## src/rtl/ppu_sink_pkg.sv

```systemverilog
// Shared definitions for the PPU pixel sink.
// Contents: pixel byte field positions, the frame-sync control code,
// the black fill value and the sink state encoding.
package ppu_sink_pkg;
  // Pixel byte layout: R[7:6] G[5:4] B[3:2] ctl[1:0]
  localparam int PIX_R_HI   = 7;
  localparam int PIX_R_LO   = 6;
  localparam int PIX_G_HI   = 5;
  localparam int PIX_G_LO   = 4;
  localparam int PIX_B_HI   = 3;
  localparam int PIX_B_LO   = 2;
  localparam int PIX_CTL_HI = 1;
  localparam int PIX_CTL_LO = 0;

  localparam logic [1:0] SYNC_CTL  = 2'b11;
  // Fill value driven while priming or starved. Its ctl field is 2'b00,
  // so it can never be mistaken for a frame-sync marker.
  localparam logic [7:0] BLACK_PIX = 8'h00;

  typedef enum logic {PRIME, RUN} sink_state_e;
endpackage

```

## src/rtl/ppu_sink_fifo.sv

```systemverilog
// DEPTH x 8 synchronous FIFO with wrapping pointers and a separate
// occupancy counter.
// Ports: clk, rst (sync, active-low), clear (sync clear, beats push/pop),
// push/wdata, pop, rdata (head, combinational), level, full, empty.
module ppu_sink_fifo #(
  parameter int DEPTH  = 16,
  parameter int ADDR_W = 4
) (
  input  logic              clk,
  input  logic              rst,
  input  logic              clear,
  input  logic              push,
  input  logic [7:0]        wdata,
  input  logic              pop,
  output logic [7:0]        rdata,
  output logic [ADDR_W:0]   level,
  output logic              full,
  output logic              empty
);
  localparam logic [ADDR_W:0] FULL_LVL = (ADDR_W+1)'(DEPTH);

  logic [7:0]        mem [DEPTH];
  logic [ADDR_W-1:0] wr_ptr, rd_ptr;

  assign rdata = mem[rd_ptr];
  assign full  = (level == FULL_LVL);
  assign empty = (level == '0);

  // Storage needs no reset: level gates every read.
  always_ff @(posedge clk)
    if (push && !clear) mem[wr_ptr] <= wdata;

  always_ff @(posedge clk) begin
    if (!rst || clear) begin
      wr_ptr <= '0;
      rd_ptr <= '0;
      level  <= '0;
    end else begin
      if (push) wr_ptr <= wr_ptr + ADDR_W'(1);
      if (pop)  rd_ptr <= rd_ptr + ADDR_W'(1);
      case ({push, pop})
        2'b10:   level <= level + (ADDR_W+1)'(1);
        2'b01:   level <= level - (ADDR_W+1)'(1);
        default: level <= level;
      endcase
    end
  end
endmodule

```

## src/rtl/ppu_pixel_sink.sv

```systemverilog
// Responder for the PPU output strobe/ack handshake. Buffers pixel bytes
// in a small FIFO and releases one byte per display request once primed.
// Ports: clk, rst (sync, active-low); px_data_i/px_stb_i/px_ack_o (PPU
// side); pix_rd_i/pix_data_o (VGA side); flush_i; level_o;
// underflow_cnt_o (saturating count of empty reads while running).
module ppu_pixel_sink
  import ppu_sink_pkg::*;
#(
  parameter int DEPTH       = 16,
  parameter int ADDR_W      = 4,
  parameter int START_LEVEL = 8
) (
  input  logic              clk,
  input  logic              rst,
  input  logic [7:0]        px_data_i,
  input  logic              px_stb_i,
  output logic              px_ack_o,
  input  logic              pix_rd_i,
  output logic [7:0]        pix_data_o,
  input  logic              flush_i,
  output logic [ADDR_W:0]   level_o,
  output logic [15:0]       underflow_cnt_o
);
  localparam logic [ADDR_W:0] START_LVL = (ADDR_W+1)'(START_LEVEL);

  sink_state_e state;
  logic        full, empty, accept, pop;
  logic [7:0]  head;

  // The PPU keeps strobe high during the ack cycle, so a raised ack blocks
  // a second push of the same byte. Full is taken before any pop this
  // cycle, so a freed slot is only offered on the following cycle.
  assign accept = px_stb_i && !px_ack_o && !full && !flush_i;
  assign pop    = (state == RUN) && pix_rd_i && !empty && !flush_i;

  ppu_sink_fifo #(.DEPTH(DEPTH), .ADDR_W(ADDR_W)) u_fifo (
    .clk   (clk),
    .rst   (rst),
    .clear (flush_i),
    .push  (accept),
    .wdata (px_data_i),
    .pop   (pop),
    .rdata (head),
    .level (level_o),
    .full  (full),
    .empty (empty)
  );

  always_ff @(posedge clk) begin
    if (!rst) begin
      px_ack_o        <= 1'b0;
      pix_data_o      <= BLACK_PIX;
      state           <= PRIME;
      underflow_cnt_o <= '0;
    end else if (flush_i) begin
      // Underflow history survives a flush.
      px_ack_o   <= 1'b0;
      pix_data_o <= BLACK_PIX;
      state      <= PRIME;
    end else begin
      px_ack_o <= accept;
      case (state)
        PRIME: begin
          // No pops while priming, so the post-edge level is level + push.
          if (level_o + {{ADDR_W{1'b0}}, accept} >= START_LVL) state <= RUN;
        end
        RUN: begin
          if (pix_rd_i) begin
            if (!empty) pix_data_o <= head;
            else begin
              pix_data_o <= BLACK_PIX;
              if (underflow_cnt_o != 16'hFFFF)
                underflow_cnt_o <= underflow_cnt_o + 16'd1;
            end
          end
        end
        default: state <= PRIME;
      endcase
    end
  end
endmodule
```

## config.mk

```make
export PLATFORM = sky130hd
export DESIGN_NAME = ppu_pixel_sink
export DESIGN_NICKNAME = d
export VERILOG_FILES = /design/src/rtl/ppu_sink_pkg.sv /design/src/rtl/ppu_sink_fifo.sv /design/src/rtl/ppu_pixel_sink.sv
export SDC_FILE = /design/constraint.sdc
export NUM_CORES = 1
export LEC_CHECK = 0
export BUFFER_PORTS_ARGS = -buffer_cell sky130_fd_sc_hd__buf_2
export CELL_PAD_IN_SITES_DETAIL_PLACEMENT = 0
export CELL_PAD_IN_SITES_GLOBAL_PLACEMENT = 1
export CORE_MARGIN = 2
export CORE_UTILIZATION = 48
export CTS_BUF_LIST = sky130_fd_sc_hd__clkbuf_8
export CTS_CLUSTER_DIAMETER = 120
export CTS_CLUSTER_SIZE = 10
export DETAILED_ROUTE_END_ITERATION = 8
export HOLD_SLACK_MARGIN = 0.05
export PLACE_DENSITY = 0.79
export SLEW_MARGIN = 20
export SYNTH_ARGS = -nofsm -noshare
export SYNTH_HDL_FRONTEND = slang
export SYNTH_SLANG_ARGS = --single-unit
```

## constraint.sdc

```tcl
create_clock -name clk -period 2.75 [get_ports clk]
set_input_delay 0.275 -clock clk [delete_from_list [all_inputs] [get_ports clk]]
set_output_delay 0.275 -clock clk [all_outputs]
set_load 0.05 [all_outputs]
```

# == Yosys cells after proc, flatten, opt, wreduce, memory -nomap -nowiden ==
# Memories as Yosys holds them, arrays and structs flattened. A register that Yosys moved wholly into a read port is not among the register bits.
# Cells that the tools add are included.
# totals
reg_bits,39
n_memories,1
word_cells,47
inputBits,13
ramBits,128
# memory_table
memory,words,word_bits,rd,rd_ports_with_merged_regs,wr,line_no,rtl
u_fifo.mem,16,8,1,1,1,ppu_sink_fifo.sv:22,logic [7:0] mem [DEPTH];
# classes
n_reduce_logical,18
n_eq_ne,4
addsub,6
n_mux,8
order_cmp,1
bitwise_logic,2
# ops
cell,n
16-bit by 1-bit adder with 16-bit output (second input constant),1
16-bit inequality test (second input constant),1
5-bit case mux with 2 select lines,1
4-bit by 1-bit adder with 4-bit output (second input constant),2
4-bit two-way mux,2
8-bit two-way mux,1
1-bit logical AND,7
5-bit by 1-bit adder with 5-bit output,1
5-bit by 1-bit adder with 5-bit output (second input constant),1
5-bit equality test (second input constant),1
5-bit by 4-bit >= comparator with 1-bit output (second input constant),1
1-bit zero test,5
5-bit zero test,1
5-bit AND reduction,1
5-bit by 1-bit subtractor with 5-bit output (second input constant),1
1-bit two-way mux,4
2-bit by 1-bit equality test with 1-bit output (second input constant),1
2-bit equality test (second input constant),1
1-bit NOT,2
2-bit AND reduction,1
2-bit nonzero test,1
2-bit OR reduction,1
1-bit logical OR,1

# == Depth between registers and ports, before layout ==
# Gate-level depths: netlist (run 1).
# depth
word_depth,8
mapped_depth,10

# == By module ==
# From an unflattened synthesis (run 1), not the netlist that was laid out.
# hier_totals
hier_cells,464
hier_area_um2,7168.1
# by_module_without_submodules
mod,seq_area_each_um2,area_each_um2,n_inst,cells_per_inst
ppu_sink_fifo,4184.0,5888.1,1,316
ppu_pixel_sink,520.5,1280.0,1,148

# == Worst setup path before layout (run 1) ==
# OpenSTA, ideal clock, no wires.
# synth_path
path_type,register to register
start,register u_fifo.level[0]
end,register u_fifo.level[4]
stages_incl_launch_ff,10
setup_time_ns,0.070
arrival_ns,2.801
setup_slack_ns,-0.121
path_buffers,0
path_cell_list,dfxtp_1 -> nor4_4 -> a2111o_1 -> ha_1 -> ha_1 -> nor2b_1 -> o21ai_0 -> a211oi_1 -> or3_1 -> a21oi_1
# synth_between
elab_chain_cells,6
# synth_rtl
item,line_no,rtl
"start, declared",ppu_sink_fifo.sv:16,"output logic [ADDR_W:0] level,"
"start signal, assigned",ppu_sink_fifo.sv:42,2'b10: level <= level + (ADDR_W+1)'(1);
"start signal, assigned",ppu_sink_fifo.sv:43,2'b01: level <= level - (ADDR_W+1)'(1);
"start signal, assigned",ppu_sink_fifo.sv:44,default: level <= level;
5-bit equality test or 5-bit zero test (tied branches),"ppu_sink_fifo.sv:26, ppu_sink_fifo.sv:27",
"1-bit zero test, on equally long branches",--,
"1-bit logical AND, on equally long branches (2 in a row)","ppu_pixel_sink.sv:33, ppu_pixel_sink.sv:34",
2-bit by 1-bit equality test with 1-bit output or 2-bit equality test (tied branches),ppu_sink_fifo.sv:41,"case ({push, pop})"
5-bit case mux with 2 select lines or 2-bit nonzero test (tied branches),--,
# Parallel ways exist; a longest one is shown, timed or not.
# A chain may end at the register's enable or synchronous reset.

# == Final worst setup path (run 1) ==
# layout_path
start,register u_fifo.level[3]
end,register u_fifo.level[4]
# layout_between
elab_chain_cells,6
# layout_rtl
item,line_no,rtl
5-bit zero test *,ppu_sink_fifo.sv:27,assign empty = (level == '0);
1-bit zero test *,--,
1-bit logical AND * (2 in a row),ppu_pixel_sink.sv:34,assign pop = (state == RUN) && pix_rd_i && !empty && !flush_i;
via pop,ppu_pixel_sink.sv:27,"logic full, empty, accept, pop;"
2-bit by 1-bit equality test with 1-bit output or 2-bit equality test (tied branches),ppu_sink_fifo.sv:41,
5-bit case mux with 2 select lines or 2-bit nonzero test (tied branches),--,
# Mark *: on every way through the listed nets, which the timed path passes. The rest lies on a longest branch.

==> results.toml, run 1 <==
[sta]
timing.fmax_mhz = 373
timing.final.crit_share_pct = 97.5
whs_ns = 0.0872
fin_skew_ns = 0.0102
setup_viol = 0
finalMaxSlewViolations = 0
slew_headroom_pct = 46.0
fin_crit_ns = 2.68
hold_viol = 0
tightestPinTransition_ns = 0.810

[global_routing]
grt_pass1_vias = 3812
grt_overflow = 0
antenna_found_initial = 0
grt_max_degree = 33
grt_pass1_wl_microns = 20200
track_usage_pct = 18.2

[critical_path]
startpoint = "u_fifo.level[3]"
cp_max_fo = 6
startpoint_type = "register"
path_cells = "nor4_4 > buf_4 > a211oi_4 > ha_4 > ha_1 > nor2b_1 > o21ai_0 > a211oi_2 > or3_1 > a21oi_1"
crit_path_top_delay_cell = "nor4_4"
cp_top_family = "simple AND/OR/NAND/NOR gates"
cpPeakStageDelay_ns = 0.38
cp.required_ns = 3.13
path_buf_inv = 1
crit_arrival_ns = 3.06
worstSetupPathType = "register to register"
reg2reg_from = "u_fifo.level[3]"
critPathCaptureType = "register"

[floorplan]
die_area_sq_um = 15300
start_util_pct = 49.5
die_x_microns = 124
core-area_sq_um = 13900
die_h_microns = 124
io_pins = 43
rows = 43

[place]
post-dp-hpwl_microns = 8220
port_buffers = 42
routabilityCongestion = 0.839
dp_cells = 638

[layout]
final_nets = 508
drive_above_1_share_pct = 26.1
area_growth_pct = 12.7
instances_no_fill = 675
final_cell_mix = "128 x edfxtp_1, 42 x buf_2, 39 x dfxtp_1"
diodes = 0
final_common_cell = "edfxtp_1"
fillers = 1083

[logic_synthesis]
synth_area_sq_um = 6900
syn_nets = 452
yosysTopAreaCellShare_pct = 55.7
synthTopCellsByArea = "edfxtp_1 56%, dfxtp_1 12%, mux4_2 10%, mux2i_1 2.5%, ha_1 2.2%"
synth_cells = 426
ys_types = 42
synth_enable_flop_cells = 128
ys_warn_count = 0
avgSynthCellArea_sq_um = 16.2
ys.flop_type = "edfxtp_1"
synth_top_cell_by_area = "edfxtp_1"
yosysSeqAreaShare_pct = 68.2
synth-seq-cells = 171
synthArstFlopShare_pct = 0

[clock_network]
cts-root-buf = "clkbuf_8"
path_clk_slew_ns = 0.09
cts_sinks = 171
cts_buffers = 17
clkLatencyLatePin_ns = 0.46
clk_path_buf_depth = 2
cts_tree = "yes"
ctsHtreeMaxLevel = 4

[route]
drtAntennaViolNets = 0
drcViolationCount = 0
wl_per_cell_microns = 19.0
viasPerCell = 5.58
drtPass1Iterations = 5
vias = 3767
routed_wl_microns = 12900
drt-initial-drc-count = 297

[run_status]
status = "finished, final reports clean"

[pwr]
ir_drop_uv = 311
power.total_w = 0.00460
p_leak_nw = 2.60
powerDensity_nw_per_um2 = 591

[run]
cap_viol_max_count = 0

[hold_path]
hold_path_startpoint = "rst"
hold_class = "input port to register"
report_power, final:
group | switching, W | internal [W]
logic | 0.0000627 | 0.0000267
registers | 0.00000425 | 0.00277
clock network | 0.000899 | 0.000833
worst reg2reg max path, stage by stage (launching register included):
cell and delay (ns):
dfxtp_2 0.37, nor4_4 0.38, buf_4 0.20, a211oi_4 0.07
ha_4 0.19, ha_1 0.30, nor2b_1 0.15, o21ai_0 0.31
a211oi_2 0.15, or3_1 0.36, a21oi_1 0.13
per-layer routing:
metal  global-route usage [%]  routed length, microns
met1                     22.8                    5460
met2                     30.4                    6560
met3                     4.85                     605
met4                     7.23                     231
met5                        0                       0
final timing paths:
| check | to | slack, ns | cells past startpoint |
|---|---|---|---|
| max | u_fifo.level[4] | 0.07 | 10 |
| min reg2reg | pix_data_o[4] | 0.47 | 2 |
| max reg2reg | u_fifo.level[4] | 0.07 | 10 |
| min | underflow_cnt_o[6] | 0.09 | 2 |
cell type report:
class | instances | area, sq um | area share [%]
clock inverters | 14 | 145 | 1.87
repair buffers | 53 | 293 | 3.76
flip-flops and latches | 171 | 4710 | 60.6
multi-input cells | 229 | 2120 | 27.2
well taps | 180 | 225 | 2.90
inverters | 10 | 37.5 | 0.483
clock buffers | 18 | 248 | 3.19
synthesized netlist by cell type (all sizes together), types with 7 or more instances:
cell type	count
edfxtp	128
dfxtp	43
mux4	32
nor2	32
nand2	20
and2	17
mux2i	17
xnor2	14
ha	12
nor3	11
inv	10
a21oi	8
buf	8
clkbuf	8
nand4	8
o221ai	8
xor2	7
through the flow:
stage / worst slack, ns / setup TNS [ns] / instance area, sq um / utilization [%]
after CTS: 0.00942 / 0 / 7700 / 55.3
after global placement: 0.114 / 0 / 7310 / 52.4
final: 0.0689 / 0 / 7780 / 55.8
after global routing: -0.0642 / -0.0642 / 7780 / 55.8
after detailed placement: 0.0467 / 0 / 7310 / 52.4
after floorplan: 0.00801 / 0 / 6900 / -
registers in the layout, indices dropped and copies added (netlist names), named ones only:
| register | cells |
|---|---|
| u_fifo.rd_ptr | 4 |
| state | 1 |
| u_fifo.wr_ptr | 4 |
| px_ack_o | 1 |
| pix_data_o | 8 |
| underflow_cnt_o | 16 |
| u_fifo.level | 5 |
| u_fifo.mem | 128 |
cells by family (layout without fill, tap and decap cells):
| kind of cell | count (synthesis) | after routing | share of synthesized area [%] |
|---|---|---|---|
| flip-flops | 171 | 171 | 68.2 |
| AO/OA/AOI/OAI | 30 | 30 | 3.03 |
| adder cells (fa/ha/maj) | 13 | 13 | 2.47 |
| AND/OR/NAND/NOR | 116 | 116 | 9.09 |
| multiplexers | 49 | 49 | 12.9 |
| buffers and inverters | 26 | 95 | 1.65 |
| XOR/XNOR | 21 | 21 | 2.67 |
repair_timing:
item / 4_1_cts / 5_1_grt
gates resized for setup: 0 / 7
buffers inserted: 0 / 5
hold buffers: 0 / 0
endpoints found under the setup margin: 0 / 1
No activity file was read; power rests on OpenSTA's default activity.
==> run 2, diff against run 1 <==
- CORE_UTILIZATION: 48 -> 40
- PLACE_DENSITY: 0.79 -> 0.68
==> run 2 against run 1 <==
  * Fmax up 2.5%
  * Cell count grew 6.4%
  * Non-clock buffer count fell by 2
  * Highest routed layer unchanged
==> results.toml, run 2 (synthesis results as in run 1) <==
[layout]
final_cell_mix = "128 x edfxtp_1, 42 x buf_2, 39 x dfxtp_1"
regMostFlops = "u_fifo.mem"
largest_reg_flops = 128
diodes = 0
final_common_cell = "edfxtp_1"
instances_no_fill = 718
area_growth_pct = 13.0
utilization_pct = 45.7
final_nets = 506
drive_above_1_share_pct = 25.8
top_regs = "u_fifo.mem: 128 flops, underflow_cnt_o: 16 flops, pix_data_o: 8 flops"

[route]
drt-initial-drc-count = 232
wl_per_cell_microns = 18.3
vias = 3764
drcViolationCount = 0
drtAntennaViolNets = 0
drtPass1Iterations = 4
viasPerCell = 5.24
routed_wl_microns = 13100

[pwr]
ir_drop_uv = 305
powerDensity_nw_per_um2 = 585
power.total_w = 0.00456
p_leak_nw = 2.57

[global_routing]
track_usage_pct = 15.3
grt_overflow = 0
antenna_found_initial = 0
grt_pass1_vias = 3815
grt_max_degree = 33
grt_pass1_wl_microns = 20700

[sta]
timing.fmax_mhz = 382
hold_viol = 0
timing.final.crit_share_pct = 95.1
slew_headroom_pct = 37.7
tightestPinTransition_ns = 0.934
fin_skew_ns = 0.0156
setup_viol = 0
tns_ns = 0
finalMaxSlewViolations = 0
fin_crit_ns = 2.61
grt_setup_unrepaired = "false"

[run_status]
status = "finished, final reports clean"

[place]
port_buffers = 42
post-dp-hpwl_microns = 8580
routabilityCongestion = 0.803
dp_cells = 684

[floorplan]
die_area_sq_um = 18300
core-area_sq_um = 17100
rows = 48
io_pins = 43
die_h_microns = 135
start_util_pct = 40.4
die_x_microns = 135

[clock_network]
ctsHtreeMaxLevel = 4
cts_tree = "yes"
clkLatencyLatePin_ns = 0.45
cts_sinks = 171
path_clk_slew_ns = 0.10
clk_path_buf_depth = 2
cts-root-buf = "clkbuf_8"
cts_buffers = 17

[critical_path]
cp.required_ns = 3.13
worstSetupPathType = "register to register"
cp_max_fo = 7
crit_path_top_delay_cell = "dfxtp_2"
critPathCaptureType = "register"
path_buf_inv = 2
startpoint_type = "register"
cp_top_family = "simple AND/OR/NAND/NOR gates"
path_cells = "nor4_4 > buf_4 > a211oi_4 > ha_4 > inv_1 > fa_1 > nor2b_1 > o21ai_0 > nor4b_1 > or3_1 > a21oi_1"
r2r_slack_ns = 0.14
crit_arrival_ns = 3.00
cpPeakStageDelay_ns = 0.42

[run]
cap_viol_max_count = 0

[hold_path]
hold_class = "input port to register"
-- run 2: cell types whose count changed in the layout (fill, tap and decap cells not counted), sizes merged --
| cell | before | now |
|---|---|---|
| buf | 53 | 51 |
| clkinv | 6 | 4 |
| clkinvlp | 2 | 4 |
| bufinv | 2 | 1 |
| inv | 14 | 15 |
-- run 2: repair_timing --
action	CTS	global route
setup buffers	1	1
resized for setup	1	3
hold buffers	0	0
endpoints found under the setup margin	1	1
pin swaps	1	1
-- run 2: final timing paths --
check                                     start                  end  depth (start not counted)
worst max-delay path            u_fifo.level[1]      u_fifo.level[4]                         11
worst min-delay path                        rst  underflow_cnt_o[15]                          2
worst max register to register  u_fifo.level[1]      u_fifo.level[4]                         11
worst min register to register    pix_data_o[5]        pix_data_o[5]                          2
-- run 2: layout make-up --
class	instances	area, sq um
Fill cell	1524	9260
Multi-Input combinational cell	229	2110
Clock inverter	14	138
Sequential cell	171	4710
Tap cell	225	282
Inverter	10	37.5
Clock buffer	18	248
Timing Repair Buffer	51	278
-- run 2: report_power, final --
part	switching [W]	total, W	internal [W]
clock	0.000932	0.00169	0.000758
combinational	0.0000644	0.0000908	0.0000264
sequential	0.00000410	0.00278	0.00277
total	0.00100	0.00456	0.00356
-- run 2: worst reg2reg max path: stages, from the launching register on --
cell and delay (ns):
dfxtp_2 0.42, nor4_4 0.08, buf_4 0.15, a211oi_4 0.33, ha_4 0.22, inv_1 0.07, fa_1 0.38, nor2b_1 0.17
o21ai_0 0.13, nor4b_1 0.17, or3_1 0.31, a21oi_1 0.12
-- run 2: metrics by stage --
stage	area, sq um	hold slack (ns)	setup WS [ns]
6_report	7800	0.102	0.135
3_5_place_dp	7370	0.454	0.0118
3_3_place_gp	7370	0.436	0.110
4_1_cts	7770	0.0739	0.0685
2_1_floorplan	6900	0.374	0.00801
5_1_grt	7800	0.0842	0.0228
-- run 2: routing by layer --
metal | wire length [microns] | global-route usage [%] | up-vias
met5 | 0 | 0 | -
met4 | 226 | 6.13 | 0
met1 | 5850 | 19.7 | 1903
li1 | - | - | 1747
met3 | 515 | 3.48 | 22
met2 | 6550 | 25.4 | 92
